**src/rtl/ctrl_pkg.sv**
```systemverilog
// ctrl_pkg: shared encodings for the multicycle controller.
package ctrl_pkg;
    typedef enum logic [2:0] {FETCH, DECODE, EXEC, MEM, WB, ERROR} state_t;
    typedef enum logic [1:0] {CLS_R, CLS_I, CLS_LW, CLS_SW} cls_t;
    localparam logic [6:0] OP_R  = 7'b0110011;
    localparam logic [6:0] OP_I  = 7'b0010011;
    localparam logic [6:0] OP_LW = 7'b0000011;
    localparam logic [6:0] OP_SW = 7'b0100011;
    localparam logic [1:0] SEL_RES   = 2'b00;
    localparam logic [1:0] SEL_IMM   = 2'b01;
    localparam logic [1:0] SEL_IMM_S = 2'b10;
    localparam logic [1:0] SEL_NONE  = 2'b11;
    localparam logic [3:0] ALU_ADD   = 4'b0000;
endpackage

```
**src/rtl/wait_timer.sv**
```systemverilog
// wait_timer: counts consecutive stalled handshake cycles; expired flags the cycle the count reaches TIMEOUT_CYC.
module wait_timer #(
    parameter int TIMEOUT_CYC = 255
) (
    input  logic clk,
    input  logic rst_n,
    input  logic clr,
    input  logic en,
    output logic expired
);
    localparam int W = $clog2(TIMEOUT_CYC + 1);
    logic [W-1:0] cnt;
    always_ff @(posedge clk or negedge rst_n) begin
        if (!rst_n)
            cnt <= '0;
        else if (clr)
            cnt <= '0;
        else if (en)
            cnt <= cnt + 1'b1;
    end
    assign expired = en && (cnt == W'(TIMEOUT_CYC - 1));
endmodule

```
**src/rtl/multicycle_ctrl.sv**
```systemverilog
// multicycle_ctrl: FETCH/DECODE/EXEC/MEM/WB sequencer with handshake timeouts and a retired-instruction counter.
module multicycle_ctrl
    import ctrl_pkg::*;
#(
    parameter int TIMEOUT_CYC = 255,
    parameter int CNT_W       = 32
) (
    input  logic             clk,
    input  logic             rst_n,
    input  logic [6:0]       opcode,
    input  logic [2:0]       funct3,
    input  logic             funct7_5,
    output logic             imem_req,
    input  logic             imem_ready,
    output logic             dmem_req,
    output logic             dmem_we,
    input  logic             dmem_ready,
    output logic             ir_we,
    output logic             pc_we,
    output logic [1:0]       sel_b,
    output logic [3:0]       alu_op,
    output logic             reg_we,
    output logic             error,
    output logic [CNT_W-1:0] retired
);
    state_t     state, nxt;
    cls_t       cls, cls_d;
    logic [1:0] sel_d;
    logic [3:0] alu_d;
    logic       live, wait_en, expired, retire;

    wait_timer #(.TIMEOUT_CYC(TIMEOUT_CYC)) u_wait (
        .clk(clk), .rst_n(rst_n), .clr(nxt != state), .en(wait_en), .expired(expired)
    );

    always_comb begin
        nxt     = state;
        cls_d   = cls;
        sel_d   = sel_b;
        alu_d   = alu_op;
        wait_en = 1'b0;
        retire  = 1'b0;
        case (state)
            FETCH: begin
                wait_en = live && !imem_ready;
                if (live && imem_ready)
                    nxt = DECODE;
                else if (expired)
                    nxt = ERROR;
            end
            DECODE: begin
                nxt = EXEC;
                case (opcode)
                    OP_R:  begin cls_d = CLS_R;  sel_d = SEL_RES;   alu_d = {funct7_5, funct3}; end
                    OP_I:  begin cls_d = CLS_I;  sel_d = SEL_IMM;   alu_d = {1'b0, funct3}; end
                    OP_LW: begin cls_d = CLS_LW; sel_d = SEL_IMM;   alu_d = ALU_ADD; end
                    OP_SW: begin cls_d = CLS_SW; sel_d = SEL_IMM_S; alu_d = ALU_ADD; end
                    default: nxt = ERROR;
                endcase
            end
            EXEC: nxt = (cls == CLS_LW || cls == CLS_SW) ? MEM : WB;
            MEM: begin
                wait_en = !dmem_ready;
                if (dmem_ready) begin
                    nxt    = (cls == CLS_SW) ? FETCH : WB;
                    retire = (cls == CLS_SW);
                end else if (expired) begin
                    nxt = ERROR;
                end
            end
            WB: begin
                nxt    = FETCH;
                retire = 1'b1;
            end
            default: nxt = ERROR;
        endcase
        // operand selects only carry meaning between DECODE exit and the next FETCH
        if (nxt == FETCH || nxt == ERROR) begin
            sel_d = SEL_NONE;
            alu_d = ALU_ADD;
        end
    end

    always_ff @(posedge clk or negedge rst_n) begin
        if (!rst_n) begin
            state   <= FETCH;
            live    <= 1'b0;
            cls     <= CLS_R;
            sel_b   <= SEL_NONE;
            alu_op  <= ALU_ADD;
            retired <= '0;
        end else begin
            state  <= nxt;
            live   <= 1'b1;
            cls    <= cls_d;
            sel_b  <= sel_d;
            alu_op <= alu_d;
            if (retire)
                retired <= retired + 1'b1;
        end
    end

    assign imem_req = (state == FETCH) && live;
    assign ir_we    = imem_req && imem_ready;
    assign pc_we    = ir_we;
    assign dmem_req = (state == MEM);
    assign dmem_we  = dmem_req && (cls == CLS_SW);
    assign reg_we   = (state == WB);
    assign error    = (state == ERROR);
endmodule
```
**config.mk**
```make
export PLATFORM = sky130hd
export DESIGN_NAME = multicycle_ctrl
export DESIGN_NICKNAME = d
export VERILOG_FILES = /design/src/rtl/ctrl_pkg.sv /design/src/rtl/wait_timer.sv /design/src/rtl/multicycle_ctrl.sv
export SDC_FILE = /design/constraint.sdc
export NUM_CORES = 1
export LEC_CHECK = 0
export CAP_MARGIN = 30
export CORE_ASPECT_RATIO = 1.2
export CORE_MARGIN = 3
export CORE_UTILIZATION = 45
export DETAILED_ROUTE_END_ITERATION = 8
export PLACE_DENSITY = 0.76
export SYNTH_ARGS = -nofsm -noshare
export SYNTH_HDL_FRONTEND = slang
export SYNTH_SLANG_ARGS = --single-unit
export TNS_END_PERCENT = 1
```
**constraint.sdc**
```tcl
create_clock -name clk -period 2.25 [get_ports clk]
set_input_delay 0.5625 -clock clk [delete_from_list [all_inputs] [get_ports clk]]
set_output_delay 0.5625 -clock clk [all_outputs]
set_load 0.05 [all_outputs]
```
==> flow_summary.json, run 1 <==
{
  "status": "finished, final reports clean",
  "p_seq_share_pct": 60.7,
  "place.port_buffers": 59,
  "clk_pin_slew_ns": 0.09,
  "viasPerCell": 5.25,
  "tritoncts": "yes",
  "syn-num-nets": 264,
  "holdWs_ns": 0.221,
  "grt_start_max_net_pins": 32,
  "drc_errors": 0,
  "syn_to_final_growth_pct": 42.7,
  "first_iter_violations": 76,
  "r2r-end": "sel_b[0]",
  "n_antenna_cell": 0,
  "p_sw_w": 0.000327,
  "min_period_ns": 2.19,
  "path_max_fanout": 7,
  "synth_area_per_cell_um2": 10.4,
  "ant_nets": 0,
  "r2r_start": "u_wait.cnt[1]",
  "clk_path_buf_depth": 2,
  "slew_violations": 0,
  "tns_ns": 0,
  "antenna_found_initial": 0,
  "overflow": 0,
  "netlist_area_um2": 2560,
  "preCtsSetupSlack_ns": -0.486,
  "yosysWarnings": 0,
  "cp-start-kind": "register",
  "vias": 2080,
  "synth_seq_cells": 52,
  "fin_worst_skew_ns": 0.00426,
  "synth_top_flop_cell": "dfrtp_1",
  "grt_first_pass_wirelength_um": 9730,
  "first_pass_iters": 4,
  "power.leakage_nw": 1.60,
  "start_util_pct": 47.3,
  "intPower_w": 0.00122,
  "fin_ws_ns": 0.0551,
  "clock_latency_ns": 0.30,
  "arrival_ns": 1.63,
  "boundaryPins": 60,
  "period_share_pct": 97.6,
  "fmax_mhz": 456,
  "ys_seq_area_share_pct": 51.0,
  "critPathLaunch": "state[1]",
  "r2r_slack_ns": 0.13,
  "setup.worst_path.end": "dmem_we",
  "wl_um": 5720,
  "yosysUniqueCellTypes": 46,
  "htreeDepth": 2,
  "cp-end-kind": "output port",
  "async_flop_share_pct": 100,
  "cts_buffers": 5,
  "drive_gt1_share_pct": 20.4,
  "hp-class": "in2async",
  "power_density_nw_per_um2": 423,
  "die-height_um": 88.6,
  "root_buffer": "clkbuf_8",
  "place_congestion": 0.841,
  "p_total_w": 0.00154,
  "relSlewSlack_pct": 64.7,
  "setup_violations": 0,
  "fin_nets": 351,
  "grt_pass1_vias": 2190,
  "vdd_ir_drop_max_uv": 399,
  "crit_type": "reg2out",
  "required_ns": 1.69,
  "post_drt_wl_per_cell_um": 14.5,
  "core_region_area_um2": 5410,
  "p_comb_share_pct": 3.8,
  "grtUsageTotal_pct": 19.1,
  "p_sw_share_pct": 21.2,
  "worst_r2r_path_depth": 8,
  "final_util_pct": 67.5,
  "timing_hold_violations_final": 0,
  "cts_sinks": 52,
  "synth-edff-count": 0,
  "dieArea_um2": 6630,
  "synthesis.instances": 246,
  "die-width_um": 74.8,
  "maxCapViolCount": 0,
  "worstMarginPinSlew_ns": 0.528,
  "p_clk_share_pct": 35.6,
  "dp_hpwl_um": 4310,
  "rows": 29
}
==> cell usage in the layout (no fill, tap or decap), types with 8 or more instances in the layout <==
cell type / instances
clkdlybuf4s50_1: 47
nand3_1: 20
xor2_1: 8
buf_4: 28
and3_1: 11
nand4_1: 8
buf_12: 8
nand2_1: 21
xnor2_1: 31
nor2_1: 19
dfrtp_1: 48
==> state kept, by name, summed over array words and instances (netlist names) <==
signal	count
state	3
u_wait.cnt	8
live	1
cls	2
alu_op	4
retired	32
sel_b	2
==> area by class of cell <==
type,instances,area [um2]
Clock buffer,7,86.3
Clock inverter,1,7.51
Fill cell,408,1760
Inverter,5,22.5
Multi-Input combinational cell,179,1230
Sequential cell,52,1310
Tap cell,62,77.6
Timing Repair Buffer,90,915
==> power groups by stage <==
stage	sequential, W	combinational (W)	clock, W
finish	0.000935	0.0000586	0.000548
global route	0.000936	0.0000659	0.000618
CTS	0.000935	0.0000605	0.000565
detailed placement	0.000954	0.0000608	0
global placement	0.000954	0.0000604	0
floorplan	0.000954	0.00000682	0
==> cells by family (layout without fill, tap and decap cells) <==
group / after synthesis / count (layout) / share of synthesized area [%]
adders and majority gates: 3 / 3 / 1.47
buffers and inverters: 15 / 103 / 2.74
AOI/OAI and AO/OA: 24 / 24 / 6.65
muxes: 1 / 1 / 0.440
other: 1 / 1 / 0.147
xor gates and xnor gates: 39 / 39 / 13.4
DFF: 52 / 52 / 51.0
and+or+nand+nor: 111 / 111 / 24.2
==> metal layers <==
metal	up-vias	GRT usage (%)	share of wire, %
met5	-	0	0
met4	0	7.12	1.5
met3	8	4.89	3.8
met2	43	32.7	52
met1	1006	22.8	43
li1	1023	-	-
==> critical path, stage by stage (launching register included) <==
cell	delay, ns
dfrtp_2	0.45
buf_4	0.17
and3b_1	0.19
buf_4	0.16
and3_1	0.20
buf_12	0.15
==> through the flow <==
| step | instances | cell area [um2] |
|---|---|---|
| after floorplan | 246 | 2600 |
| after global placement | 380 | 3450 |
| after detailed placement | 380 | 3450 |
| after CTS | 392 | 3590 |
| after global routing | 396 | 3650 |
| final | 396 | 3650 |
==> repair_timing <==
| action | CTS | global route |
|---|---|---|
| pin swaps | 6 | 5 |
| resized for setup | 5 | 9 |
| setup endpoints to repair | 17 | 12 |
| hold buffers | 0 | 0 |
| hold endpoints to repair | 0 | 0 |
| buffers inserted | 4 | 4 |
==> Yosys cell counts (2+ instances only) <==
cell type	number	area, um2
clkbuf_1	5	18.8
ha_1	3	37.5
nand2b_1	2	12.5
xnor2_1	31	272
a21oi_1	7	35.0
and4_1	4	35.0
inv_1	4	15.0
nor2b_1	2	12.5
nor2_1	19	71.3
nand3_1	20	100
nor3_1	5	25.0
a211oi_1	3	22.5
o21ai_0	6	30.0
buf_2	2	10.0
and2_1	5	31.3
and3_1	11	68.8
buf_4	3	22.5
dfstp_2	2	52.6
nand4_1	8	50.1
nand2_1	22	82.6
dfrtp_1	50	1250
xor2_1	8	70.1
==> worst min path at each step <==
stage	end
floorplan	alu_op[0]
finish	u_wait.cnt[7]
detailed placement	retired[17]
CTS	u_wait.cnt[7]
global route	u_wait.cnt[7]
global placement	retired[19]
Note: power is estimated with default switching activity, not from simulation.
==> inputs of run 2 (changes only) <==
--- a/config.mk
+++ b/config.mk
@@ -5,11 +5,11 @@
 export SDC_FILE = /design/constraint.sdc
 export NUM_CORES = 1
 export LEC_CHECK = 0
-export CAP_MARGIN = 30
 export CORE_ASPECT_RATIO = 1.2
 export CORE_MARGIN = 3
 export CORE_UTILIZATION = 45
 export DETAILED_ROUTE_END_ITERATION = 8
+export HOLD_SLACK_MARGIN = 0.02
 export PLACE_DENSITY = 0.76
 export SYNTH_ARGS = -nofsm -noshare
 export SYNTH_HDL_FRONTEND = slang
==> results of run 2 <==
Final layout, timing and power as in run 1 (identical DEF).
==> inputs of run 3 (changes only) <==
--- a/config.mk
+++ b/config.mk
@@ -10,7 +10,8 @@
 export CORE_UTILIZATION = 45
 export DETAILED_ROUTE_END_ITERATION = 8
 export HOLD_SLACK_MARGIN = 0.02
-export PLACE_DENSITY = 0.76
+export PLACE_DENSITY_LB_ADDON = 0.08
+export SETUP_SLACK_MARGIN = 0.4
 export SYNTH_ARGS = -nofsm -noshare
 export SYNTH_HDL_FRONTEND = slang
 export SYNTH_SLANG_ARGS = --single-unit
==> flow_summary.json, run 3 (same netlist as run 1, synthesis figures left out) <==
{
  "status": "finished, final reports clean",
  "rsz0062_at_grt": "true",
  "fin_worst_skew_ns": 0.00482,
  "p_clk_share_pct": 38.6,
  "place_area_um2": 3490,
  "p_seq_share_pct": 57.8,
  "die-height_um": 88.6,
  "p_sw_share_pct": 20.0,
  "grt_first_pass_wirelength_um": 9630,
  "slowest_stage": "dfrtp_1",
  "fin_nets": 355,
  "path_common_cell": "buf_4",
  "cts_sinks": 52,
  "relSlewSlack_pct": 61.1,
  "viasPerCell": 5.26,
  "grt_pass1_vias": 2054,
  "min_period_ns": 2.22,
  "ant_nets": 0,
  "boundaryPins": 60,
  "dp_hpwl_um": 4200,
  "crit_family": "buffers and inverters",
  "clk_pin_slew_ns": 0.09,
  "clk_path_buf_depth": 2,
  "arrival_ns": 1.66,
  "intPower_w": 0.00130,
  "rows": 29,
  "htreeDepth": 2,
  "maxCapViolCount": 0,
  "required_ns": 1.69,
  "start_util_pct": 47.3,
  "core_region_area_um2": 5410,
  "setup_violations": 0,
  "slowest_delay_ns": 0.38,
  "cp-end-kind": "output port",
  "antenna_found_initial": 0,
  "multiInputGateArea_um2": 1360,
  "dieArea_um2": 6630,
  "stdcell_count": 400,
  "grtUsageTotal_pct": 18.8,
  "regArea_um2": 1310,
  "timing_hold_violations_final": 0,
  "fmax_mhz": 451,
  "clock_latency_ns": 0.30,
  "final_common_cell": "dfrtp_1",
  "hp-class": "in2async",
  "drive_gt1_share_pct": 28.7,
  "hold_buffers": 0,
  "power.leakage_nw": 2.29,
  "syn_to_final_growth_pct": 52.4,
  "first_iter_violations": 78,
  "reg_top3": "retired: 32 flops, u_wait.cnt: 8 flops, alu_op: 4 flops",
  "cp-start-kind": "register",
  "power_density_nw_per_um2": 415,
  "design_area_um2": 3900,
  "overflow": 0,
  "dp.cells": 385,
  "final_cell_mix": "49 x dfrtp_1, 36 x dlymetal6s2s_1, 29 x xnor2_1, 28 x buf_4",
  "first_pass_iters": 4,
  "period_share_pct": 98.6,
  "wl_um": 5710,
  "die-width_um": 74.8,
  "tritoncts": "yes",
  "n_antenna_cell": 0,
  "cts_buffers": 5,
  "p_comb_share_pct": 3.6,
  "p_sw_w": 0.000324,
  "drc_errors": 0,
  "root_buffer": "clkbuf_8",
  "nFillCells": 392,
  "largest_register_ffs": 32,
  "vias": 2102,
  "place_congestion": 0.774,
  "crit_chain": "buf_4 > and3b_1 > buf_4 > and3_1 > buf_12",
  "path_max_fanout": 9,
  "worstMarginPinSlew_ns": 0.584,
  "place.port_buffers": 59,
  "slew_violations": 0,
  "crit_buf_inv": 3,
  "crit_type": "reg2out",
  "post_drt_wl_per_cell_um": 14.3,
  "largest_register": "retired",
  "vdd_ir_drop_max_uv": 419,
  "grt_start_max_net_pins": 29
}
[run 3: cell count changes in the layout (fill, tap and decap cells not counted), sizes merged, moves of 2 or more]
cell / previous run / this run
buf: 39 / 43
dlymetal6s2s: 3 / 36
clkbuf: 7 / 9
clkdlybuf4s50: 47 / 11
[run 3: final cells by class]
cell class	instances	share of cell area, %
clock buffers	6	1.86
clock inverters	2	0.899
inverters	5	0.578
multi-input cells	179	34.9
flip-flops and latches	52	33.5
well taps	62	1.99
repair buffers	94	26.3
[run 3: power by group through the flow]
stage | combinational (W) | sequential [W] | clock, W
after floorplan | 0.00000682 | 0.000954 | 0
after global placement | 0.0000606 | 0.000954 | 0
after detailed placement | 0.0000616 | 0.000954 | 0
after CTS | 0.0000614 | 0.000936 | 0.000645
after global routing | 0.0000672 | 0.000936 | 0.000687
final | 0.0000591 | 0.000936 | 0.000625
[run 3: repair_timing]
action	in CTS	in global routing
resized for setup	8	77
pin swaps	7	20
setup endpoints to repair	83	89
setup buffers	5	2
endpoints found under the hold margin	0	0
gates cloned	0	0
[run 3: per-stage QoR]
| stage | TNS [ns] | util (%) | power (W) | worst slack (ns) | hold slack, ns |
|---|---|---|---|---|---|
| after floorplan | -0.651 | - | 0.000961 | -0.194 | 0.267 |
| after global routing | -0.160 | 72.1 | 0.00169 | -0.0581 | 0.280 |
| after detailed placement | -7.05 | 64.6 | 0.00102 | -0.474 | 0.483 |
| after global placement | -6.62 | 64.6 | 0.00101 | -0.438 | 0.481 |
| final | 0 | 72.1 | 0.00162 | 0.0323 | 0.253 |
| after CTS | 0 | 67.6 | 0.00164 | 0.0133 | 0.259 |
[run 3: path summary, 6_finish.rpt]
check,startpoint,endpoint,slack [ns],cells after the start
min,rst_n,cls[1],0.25,1
max reg2reg,state[0],sel_b[0],0.07,8
max in group asynchronous,rst_n,retired[15],1.44,2
min reg2reg,retired[27],retired[27],0.49,1
min in group clk,retired[27],retired[27],0.49,1
max,state[1],dmem_we,0.03,5
[run 3: per-layer routing]
layer	global-route usage, %	wire [um]	vias to the layer above
li1	-	-	1029
met1	25.6	2520	1016
met2	29.2	2850	49
met3	4.43	260	8
met4	6.47	85	0
met5	0	0	-
